==> src/rtl/rr_arb4_pkg.sv <==
// Shared definitions for the four-way round-robin arbiter.
//   state_e : arbiter FSM encoding (IDLE = no owner, OWN = grant held)
//   N_REQ   : number of requesters
//   PTR_W   : width of a requester index / rotating pointer
package rr_arb4_pkg;

  localparam int N_REQ = 4;
  localparam int PTR_W = 2;

  typedef enum logic {
    IDLE = 1'b0,
    OWN  = 1'b1
  } state_e;

endpackage

==> src/rtl/rr_pick4.sv <==
// Combinational round-robin search over four candidates.
// The search starts at last+1 and wraps modulo 4.
//   cand  [3:0] : pending candidates
//   last  [1:0] : index of the most recent winner
//   win   [1:0] : first candidate found after last (0 when none)
//   found       : at least one candidate was set
module rr_pick4
  import rr_arb4_pkg::*;
(
  input  logic [N_REQ-1:0] cand,
  input  logic [PTR_W-1:0] last,
  output logic [PTR_W-1:0] win,
  output logic             found
);

  logic [PTR_W-1:0]   start;
  logic [2*N_REQ-1:0] dbl;
  logic [2*N_REQ-1:0] sh;
  logic [N_REQ-1:0]   rot;
  logic [PTR_W-1:0]   off;

  // Rotate right by the start index so the highest-priority requester sits
  // at bit 0; doubling the vector makes the wrap a plain shift.
  assign start = last + 1'b1;
  assign dbl   = {cand, cand};
  assign sh    = dbl >> start;
  assign rot   = sh[N_REQ-1:0];

  // Lowest set bit: scan downward so the lowest index is assigned last.
  always_comb begin
    off   = '0;
    found = 1'b0;
    for (int i = N_REQ - 1; i >= 0; i--) begin
      if (rot[i]) begin
        off   = PTR_W'(i);
        found = 1'b1;
      end
    end
  end

  // Undo the rotation; PTR_W-bit addition wraps modulo 4.
  assign win = found ? (start + off) : '0;

endmodule

==> src/rtl/rr_arb4.sv <==
// Four-way round-robin arbiter with grant-until-release ownership.
// A winner keeps the resource while its request stays high; on release the
// grant hands straight over to the next pending requester, with no idle bubble.
// Optional feature: define RR_ARB4_HOLD_LIMIT_EN to force a handover after
// MAX_HOLD consecutive cycles when another requester is waiting.
//   clk         : clock, rising edge
//   rst         : synchronous active-high reset
//   req   [3:0] : request bits, held high while the resource is in use
//   grant [3:0] : registered one-hot grant, zero when unowned
//   out   [1:0] : registered owner index, zero when v is low
//   v           : registered grant-valid flag
module rr_arb4
  import rr_arb4_pkg::*;
#(
  parameter int MAX_HOLD = 8
) (
  input  logic             clk,
  input  logic             rst,
  input  logic [N_REQ-1:0] req,
  output logic [N_REQ-1:0] grant,
  output logic [PTR_W-1:0] out,
  output logic             v
);

  if (MAX_HOLD < 2 || MAX_HOLD > 255) begin : g_bad_max_hold
    $error("rr_arb4: MAX_HOLD must be in 2..255");
  end

  state_e           state_q, state_d;
  logic [PTR_W-1:0] last_q, last_d;
  logic [N_REQ-1:0] grant_q, grant_d;
  logic [PTR_W-1:0] out_q, out_d;
  logic             v_q, v_d;

  logic [N_REQ-1:0] cand;
  logic [PTR_W-1:0] win;
  logic             found;
  logic             force_ho;

  // While owning, the owner is excluded so a handover picks someone else.
  assign cand = (state_q == OWN) ? (req & ~(N_REQ'(1) << out_q)) : req;

  rr_pick4 u_pick (
    .cand  (cand),
    .last  (last_q),
    .win   (win),
    .found (found)
  );

`ifdef RR_ARB4_HOLD_LIMIT_EN
  localparam logic [7:0] HOLD_LAST = 8'(MAX_HOLD - 1);
  logic [7:0] hold_cnt_q, hold_cnt_d;
  assign force_ho = (hold_cnt_q == HOLD_LAST) && found;
`else
  assign force_ho = 1'b0;
`endif

  always_comb begin
    state_d = state_q;
    last_d  = last_q;
    grant_d = grant_q;
    out_d   = out_q;
    v_d     = v_q;
`ifdef RR_ARB4_HOLD_LIMIT_EN
    // Saturates at HOLD_LAST when nobody else is waiting.
    hold_cnt_d = (hold_cnt_q == HOLD_LAST) ? hold_cnt_q : hold_cnt_q + 8'd1;
`endif
    if (state_q == IDLE || !req[out_q] || force_ho) begin
      if (found) begin
        state_d = OWN;
        last_d  = win;
        grant_d = N_REQ'(1) << win;
        out_d   = win;
        v_d     = 1'b1;
`ifdef RR_ARB4_HOLD_LIMIT_EN
        hold_cnt_d = 8'd0;
`endif
      end else begin
        state_d = IDLE;
        grant_d = '0;
        out_d   = '0;
        v_d     = 1'b0;
`ifdef RR_ARB4_HOLD_LIMIT_EN
        hold_cnt_d = 8'd0;
`endif
      end
    end
  end

  always_ff @(posedge clk) begin
    if (rst) begin
      state_q <= IDLE;
      last_q  <= PTR_W'(N_REQ - 1);
      grant_q <= '0;
      out_q   <= '0;
      v_q     <= 1'b0;
`ifdef RR_ARB4_HOLD_LIMIT_EN
      hold_cnt_q <= 8'd0;
`endif
    end else begin
      state_q <= state_d;
      last_q  <= last_d;
      grant_q <= grant_d;
      out_q   <= out_d;
      v_q     <= v_d;
`ifdef RR_ARB4_HOLD_LIMIT_EN
      hold_cnt_q <= hold_cnt_d;
`endif
    end
  end

  assign grant = grant_q;
  assign out   = out_q;
  assign v     = v_q;

endmodule

==> config.mk <==
export PLATFORM = sky130hd
export DESIGN_NAME = rr_arb4
export DESIGN_NICKNAME = d
export VERILOG_FILES = /design/src/rtl/rr_arb4_pkg.sv /design/src/rtl/rr_pick4.sv /design/src/rtl/rr_arb4.sv
export SDC_FILE = /design/constraint.sdc
export NUM_CORES = 1
export LEC_CHECK = 0
export ABC_AREA = 1
export CAP_MARGIN = 20
export CORE_AREA = 2 2 39 41
export CTS_CLUSTER_DIAMETER = 50
export DETAILED_ROUTE_END_ITERATION = 10
export DIE_AREA = 0 0 41 43
export HOLD_SLACK_MARGIN = 0.06
export PLACE_DENSITY = 0.74
export REMOVE_ABC_BUFFERS = 1
export SLEW_MARGIN = 20
export SYNTH_ARGS = -nofsm -noshare
export SYNTH_HDL_FRONTEND = slang
export SYNTH_SLANG_ARGS = --single-unit
==> constraint.sdc <==
create_clock -name clk -period 2 [get_ports clk]
set_input_delay 0.4 -clock clk [delete_from_list [all_inputs] [get_ports clk]]
set_output_delay 0.4 -clock clk [all_outputs]
set_load 0.1 [all_outputs]
# Word-level counts from Yosys, hierarchy flattened
# Cells that the tools add are included.
[totals] ff_bits=9 in_bits=6 out_inout_bits=7 word_cells=31
[op_classes] addsub=2 order_cmp=1 n_shift=3 n_mux=15 n_bitwise=3 reduce_logical=3
[op_table] op="$mux W2" count=6
[op_table] op="$mux W4" count=2
[op_table] op="$shl A1 B2 Y4 const A" count=2
[op_table] op="$shr A8 B2 Y4" count=1
[op_table] op="$mux W1" count=6
[op_table] op="$and A4 B4 Y4" count=1
[op_table] op="$not A4 Y4" count=1
[op_table] op="$lt A2 B3 Y1 const B" count=1
[op_table] op="$add A2 B1 Y2 const B" count=1
[op_table] op="$add A2 B2 Y2" count=1
[op_table] op="$bmux W1 S2" count=1
[op_table] op="$reduce_and A2 Y1" count=1
[op_table] op="$logic_not A1 Y1" count=1
[op_table] op="$logic_or A1 B1 Y1" count=1
[op_table] op="$not A1 Y1" count=1

# Logic depth before layout (Yosys ltp)
# Gate-level depths: netlist of the first run.
[logic_depth] word_depth=13 ltp_mapped=16

# Cells and area by module
# Synthesis of the first run repeated with hierarchy kept, for this count alone.
[unflattened] hier_cells=144 hier_area_um2=824.5
[by_module_without_submodules] module="rr_arb4" instances=1 cells_per_inst=70 area_each_um2=478.0 seq_area_each_um2=180.2
[by_module_without_submodules] module="rr_pick4" instances=1 cells_per_inst=74 area_each_um2=346.6 seq_area_each_um2=0.0

# Worst setup path before layout of the first run
# Ideal clock, no wire load.
[synth_path] path_type="reg-to-reg" from="register out_q[0], in the netlist out[0]" to="register last_q[1]" setup_ns=0.126 arrival_ns=2.483 t_required_ns=1.874 slack_ns=-0.610 stages_incl_launch_ff=15 n_path_buf=1 synth_period_minus_slack_ns=2.610 cell_sequence="dfxtp_1 -> clkbuf_2 -> nand3_1 -> nand3_1 -> nand3_1 -> nand2_1 -> nand3_1 -> a21boi_0 -> ha_1 -> xnor2_1 -> inv_1 -> nand3_1 -> nand2_2 -> nand2_1 -> o211ai_1"
[synth_via] elab_chain_cells=11
[synth_rtl] element="from (decl)" line="rr_arb4.sv:32" source="logic [PTR_W-1:0] out_q, out_d;"
[synth_rtl] element="from (signal assigned)" line="rr_arb4.sv:104" source="out_q <= out_d;"
[synth_rtl] element="$shl A1 B2 Y4" line="rr_arb4.sv:41" source="assign cand = (state_q == OWN) ? (req & ~(N_REQ'(1) << out_q)) : req;"
[synth_rtl] element="$not A4 Y4" line="rr_arb4.sv:41"
[synth_rtl] element="$and A4 B4 Y4" line="rr_arb4.sv:41"
[synth_rtl] element="$mux W4" line="rr_arb4.sv:41"
[synth_rtl] element="$shr A8 B2 Y4" line="rr_pick4.sv:26" source="assign sh = dbl >> start;"
[synth_rtl] element="$mux W2 (4 in series)" line="rr_pick4.sv:34" source="if (rot[i]) begin"
[synth_rtl] element="$add A2 B2 Y2" line="rr_pick4.sv:42" source="assign win = found ? (start + off) : '0;"
[synth_rtl] element="$mux W2" line="rr_pick4.sv:42"
[synth_rtl] element="to (signal assigned)" line="rr_arb4.sv:93" source="last_q <= PTR_W'(N_REQ - 1);"
[synth_rtl] element="to (signal assigned)" line="rr_arb4.sv:102" source="last_q <= last_d;"
[synth_rtl] element="to (decl)" line="rr_arb4.sv:30" source="logic [PTR_W-1:0] last_q, last_d;"
# Parallel ways exist; a longest one is shown, timed or not. The select of a mux whose other input is x is not followed.
# A chain may end at the register's enable or synchronous reset.

# Worst setup path in the final report of the first run
[layout_path] from="register last_q[0]" to="register grant_q[0], in the netlist grant[0]"
[layout_via] elab_chain_cells=10
[layout_rtl] element="$add A2 B1 Y2 (*)" line="rr_pick4.sv:24" source="assign start = last + 1'b1;"
[layout_rtl] element="$shr A8 B2 Y4" line="rr_pick4.sv:26"
[layout_rtl] element="$mux W2 (4 in series)" line="rr_pick4.sv:34"
[layout_rtl] element="$add A2 B2 Y2" line="rr_pick4.sv:42"
[layout_rtl] element="$mux W2" line="rr_pick4.sv:42"
[layout_rtl] element="$shl A1 B2 Y4" line="rr_arb4.sv:72" source="grant_d = N_REQ'(1) << win;"
[layout_rtl] element="$mux W4 (*)" line="rr_arb4.sv:69" source="if (found) begin"
[layout_rtl] element="to (signal assigned)" line="rr_arb4.sv:103" source="grant_q <= grant_d;"
[layout_rtl] element="to (decl)" line="rr_arb4.sv:31" source="logic [N_REQ-1:0] grant_q, grant_d;"
# Every way passes the cells marked *; elsewhere a longest branch is shown, timed or not.

==> results of run 1 <==
cells in the mapped netlist (all sizes together):
cell type,number
o211ai,2
inv,16
xnor2,1
nand2,24
nor2,10
nand4,1
clkbuf,1
nand3,24
ha,1
a21o,1
dfxtp,9
buf,1
a21oi,6
o21ai,2
a21boi,1
critical path, delay by kind of cell, from the launching register on:
kind,cells,cell delay (ns)
flip-flops,1,0.37
XOR/XNOR,1,0.11
AO/OA/AOI/OAI,1,0.13
AND/OR/NAND/NOR,10,0.77
buffers and inverters,3,0.19
adder cells (fa/ha/maj),1,0.20
flip-flops by register name, summed over array words and instances (netlist names):
register	cells
out	2
grant	4
v	1
last_q	2
cell families (layout without fill, tap and decap cells):
family / after synthesis / count (layout)
compound gates: 12 / 12
xor+xnor: 1 / 1
fa+ha+maj: 1 / 1
buf+inv: 18 / 38
flops: 9 / 9
simple gates: 59 / 59
layout by cell type (no fill, tap or decap), drive strengths merged:
master / n
a21boi: 1
a21o: 1
a21oi: 6
buf: 13
clkbuf: 3
clkdlybuf4s50: 1
clkinv: 1
dfxtp: 9
dlymetal6s2s: 4
ha: 1
inv: 16
nand2: 24
nand3: 24
nand4: 1
nor2: 10
o211ai: 2
o21ai: 2
xnor2: 1
layout make-up:
cell class	count	area (um2)
inverters	16	65.1
clock inverters	1	5.00
multi-input cells	73	407
fillers	129	480
clock buffers	3	22.5
well taps	16	20.0
flip-flops and latches	9	189
repair buffers	18	195
through the flow:
step / cells / hold slack, ns
floorplan: 98 / 0.469
global placement: 132 / 0.457
detailed placement: 132 / 0.461
CTS: 136 / 0.473
global route: 136 / 0.494
finish: 136 / 0.478
timing repair:
action,in CTS,in global routing
setup endpoints to repair,4,6
pin swaps,1,2
resized for setup,1,21
per-layer routing:
metal	vias to the layer above	share of wire, %
li1	367	-
met1	311	47
met2	19	47
met3	0	5.9
met4	0	0
met5	-	0
worst paths after layout:
path	from	end	cells after the start	slack [ns]
max	last_q[0]	grant[0]	16	0.15
min	grant[3]	grant[3]	2	0.48
max reg2reg	last_q[0]	grant[0]	16	0.15
min reg2reg	grant[3]	grant[3]	2	0.48
==> results.toml, run 1 <==
[run_status]
status = "finished, final reports clean"

[logic_synthesis]
syn-cell-area_um2 = 617
avgSynthCellArea_um2 = 6.17
synth-compound-area-share_pct = 11.4
synth_top_family_by_area = "simple AND/OR/NAND/NOR gates"
synth_adder_area_share_pct = 2.03
synth_top_cell_area_share_pct = 29.2
synth-simple-area-share_pct = 44.8
synth.area.top_cells = "dfxtp_1 (29%), nand3_1 (19%), nand2_1 (12%)"
synth_xor_area_share_pct = 1.42
synth.distinct_cells = 18
netlist.top_cell.by_area = "dfxtp_1"
ys_seq_elements = 9
synth_mux_area_share_pct = 0
synth-seq-area-share_pct = 29.2
yosys_warnings = 0
netlist_instances = 100

[critical_path]
worstPathCellList = "inv_4 > nand2_4 > nand2_4 > inv_4 > nand3_1 > nand2_1 > nand3_1 > a21boi_2 > ha_2 > xnor2_2 > inv_1 > nand3_1 > nand2_2 > nor2_1 > nor2_1 > nor2_1"
criticalPathCategory = "reg2reg"
slowest_stage = "dfxtp_2"
critPathMaxFanout = 7
crit_required_ns = 2.20
arrival_ns = 2.05
crit_path_end_kind = "flip-flop"
max_stage_delay_ns = 0.37
worst_setup_path_start_kind = "flip-flop"

[detailed_routing]
route.antenna.remaining_nets = 0
detail_route.wl_per_cell_um = 10.1
vias = 697
postRouteWirelength_um = 1380
drtPass1Iterations = 4
via_per_inst = 5.13
drtIter0Drc = 19
remaining_drc_errors = 0

[timing]
post-route-min-period_ns = 1.85
rsz0062_at_grt = "no"
relSlewSlack_pct = 81.9
finalHoldViolations = 0
finalSetupViolCount = 0
clock.fmax_ghz = 0.540
finClkSkew_ns = 0.00683
post-route-period-util_pct = 92.6
tns_ns = 0
layout_setup_ws_ns = 0.148
drv_slew = 0
worst_pin_slew_ns = 0.271

[grt]
met3_usage_pct = 1.57
grt_overflow = 0
use_met2_pct = 25.6
groute.usage.overall_pct = 16.8
grt_pass1_wl_um = 2100
grt-busiest-layer = "met2"
antenna_found_initial = 0
gr-usage-met1_pct = 22.8
grt_pass1_vias = 553
grt_start_max_net_pins = 9

[layout]
fin_area_um2 = 903
areaGrowthSynthToFinish_pct = 46.5
finalNetCount = 128
drive_gt1_share_pct = 34.2
n_antenna_cell = 0
final_core_util_pct = 65.3

[die]
die_x_um = 41
start_util_pct = 44.6
coreArea_um2 = 1380
die_y_um = 43
fp.dieArea_um2 = 1760
rows = 14
ioPinCount = 13

[place]
placed_area_um2 = 813
hpwl_um = 1060
gp_congestion = 0.706
portBuffers = 12
pre_cts_ws_ns = -0.290

[min_path]
hold_class = "reg2reg"

[clocking]
htreeDepth = 1
root_buffer = "clkbuf_4"
cts_tree = "yes"
cts_hold_buf = 0
cts_sinks = 9
postCtsSetupBuffers = 0
cts.clk_slew.worst_paths_ns = 0.07
clockBufferDepth = 2
clock_latency_ns = 0.27
numCtsBuffers = 3

[run]
maxCapViolCount = 0
Power of run 1 is not shown: default switching activity piles up to over one toggle a cycle in this logic, so the estimate is an artifact.
==> run 2: changes to the inputs <==
--- a/config.mk
+++ b/config.mk
@@ -7,10 +7,10 @@
 export LEC_CHECK = 0
 export ABC_AREA = 1
 export CAP_MARGIN = 20
-export CORE_AREA = 2 2 39 41
+export CORE_AREA = 8 8 45 47
 export CTS_CLUSTER_DIAMETER = 50
 export DETAILED_ROUTE_END_ITERATION = 10
-export DIE_AREA = 0 0 41 43
+export DIE_AREA = 0 0 53 55
 export HOLD_SLACK_MARGIN = 0.06
 export PLACE_DENSITY = 0.74
 export REMOVE_ABC_BUFFERS = 1
==> run 2 against run 1 <==
  * Non-clock buffer count is 3 higher
  * Final cell count is 2.2% higher
  * Via count is 2.9% higher
  * Count of clock-buffer cells in the layout is 1 higher
  * Utilization is 5.3 points higher
  * Global-route usage is 5.5 points lower
  * Worst setup slack worse by 0.020 ns
  * Critical path type unchanged
  * Critical endpoint is now grant[1]
  * Largest cell class unchanged
==> results.toml, run 2 (synthesis gave the netlist of run 1 again) <==
[layout]
finalNetCount = 131
fin_area_um2 = 977
areaGrowthSynthToFinish_pct = 58.4
drive_gt1_share_pct = 40.7
n_fill_cell = 120
stdcell_count = 139
final_common_cell = "nand2_1"
final_cell_mix = "nand2_1 (17), nand3_1 (15), buf_4 (13)"
multi_input_area_um2 = 452
n_antenna_cell = 0
regArea_um2 = 194
largest_reg_flops = 4

[clocking]
cts_tree = "yes"
clockBufferDepth = 2
root_buffer = "clkbuf_4"
htreeDepth = 1
numCtsBuffers = 3
cts.clk_slew.worst_paths_ns = 0.06
cts_hold_buf = 0
cts_sinks = 9
clock_latency_ns = 0.27

[detailed_routing]
via_per_inst = 5.16
detail_route.wl_per_cell_um = 11.6
drtPass1Iterations = 4
route.antenna.remaining_nets = 0
vias = 717
postRouteWirelength_um = 1610
remaining_drc_errors = 0
drtIter0Drc = 14

[critical_path]
slowest_stage = "dfxtp_4"
worstSetupStartpoint = "out[0]"
arrival_ns = 2.02
endpoint = "grant[1]"
rrSetupSlack_ns = 0.13
crit_required_ns = 2.14
crit_path_frequent_cell = "nand3_1"
max_stage_delay_ns = 0.36
rr_startpoint = "out[0]"
worst_setup_path_start_kind = "flip-flop"
critPathMaxFanout = 7
worstPathCellList = "inv_2 > nand3_1 > nand3_2 > nand3_1 > nand2_1 > nand3_1 > a21boi_1 > ha_2 > xnor2_2 > nand2_1 > nand2_4 > nor2_4 > nor2_1 > nor2_1"
worstRegToRegCells = 14
rr_endpoint = "grant[1]"
crit_path_end_kind = "flip-flop"
criticalPathCategory = "reg2reg"

[die]
start_util_pct = 44.6
coreArea_um2 = 1380
die_x_um = 53
die_y_um = 55
ioPinCount = 13
rows = 14
fp.dieArea_um2 = 2920

[place]
portBuffers = 12
gp_congestion = 0.845
placed_area_um2 = 828
pre_cts_ws_ns = -0.289
hpwl_um = 1240
dp_cells = 134

[timing]
drv_slew = 0
finalSetupViolCount = 0
post-route-min-period_ns = 1.87
layout_setup_ws_ns = 0.128
finClkSkew_ns = 0.00850
relSlewSlack_pct = 81.5
post-route-period-util_pct = 93.6
clock.fmax_ghz = 0.534
finalHoldViolations = 0
worst_pin_slew_ns = 0.277

[grt]
grt_pass1_vias = 661
antenna_found_initial = 0
grt_pass1_wl_um = 2570
groute.usage.overall_pct = 11.4
grt_overflow = 0
grt_start_max_net_pins = 9

[run]
maxCapViolCount = 0

[min_path]
whs_path_depth = 2
hold_class = "reg2reg"

[run_status]
status = "finished, final reports clean"
-- run 2: cell count changes in the layout (fill, tap and decap cells not counted), sizes merged --
cell / previous run / this run
buf: 13 / 16
clkbuf: 3 / 4
clkinv: 1 / 0
-- run 2: cell type report --
cell class	instances	area share, %
timing repair buffer	21	22.3
sequential	9	19.8
multi-input combinational	73	46.2
inverter	16	6.91
tap	16	2.05
clock buffer	4	2.69
-- run 2: how the worst min path moves through the flow --
stage	end	slack, ns	startpoint
2_1_floorplan	grant[2]	0.47	rst
3_3_place_gp	grant[2]	0.46	grant[2]
3_5_place_dp	grant[3]	0.47	grant[3]
4_1_cts	grant[3]	0.48	grant[3]
5_1_grt	grant[3]	0.50	grant[3]
6_report	grant[3]	0.48	grant[3]
-- run 2: what timing repair did --
item,CTS,global route
pin swaps,0,8
setup buffers,0,1
endpoints found under the setup margin,2,7
gates resized for setup,2,33
cloned,0,0
-- run 2: routing by layer --
metal	share of wire, %	up-vias	GRT usage [%]
met3	5.0	3	2.41
met4	1.6	0	6.47
met1	45	324	12.9
met5	0	-	0
li1	-	372	-
met2	48	18	19.3
-- run 2: through the flow --
stage                     hold WS [ns]  utilization (%)  TNS (ns)
after floorplan                  0.469                -     -3.62
after global placement           0.457             59.9     -1.52
after detailed placement         0.469             59.9     -1.70
after CTS                        0.482             61.9         0
after global routing             0.504             70.6   -0.0132
final                            0.480             70.6         0
-- run 2: critical path: cells and delay by family (launching register included) --
| kind | cells | cell delay, ns |
|---|---|---|
| fa+ha+maj | 1 | 0.21 |
| simple gates | 10 | 0.85 |
| buf+inv | 1 | 0.07 |
| flops | 1 | 0.36 |
| compound gates | 1 | 0.15 |
| xor+xnor | 1 | 0.11 |
Power of run 2 is left out for the same reason.
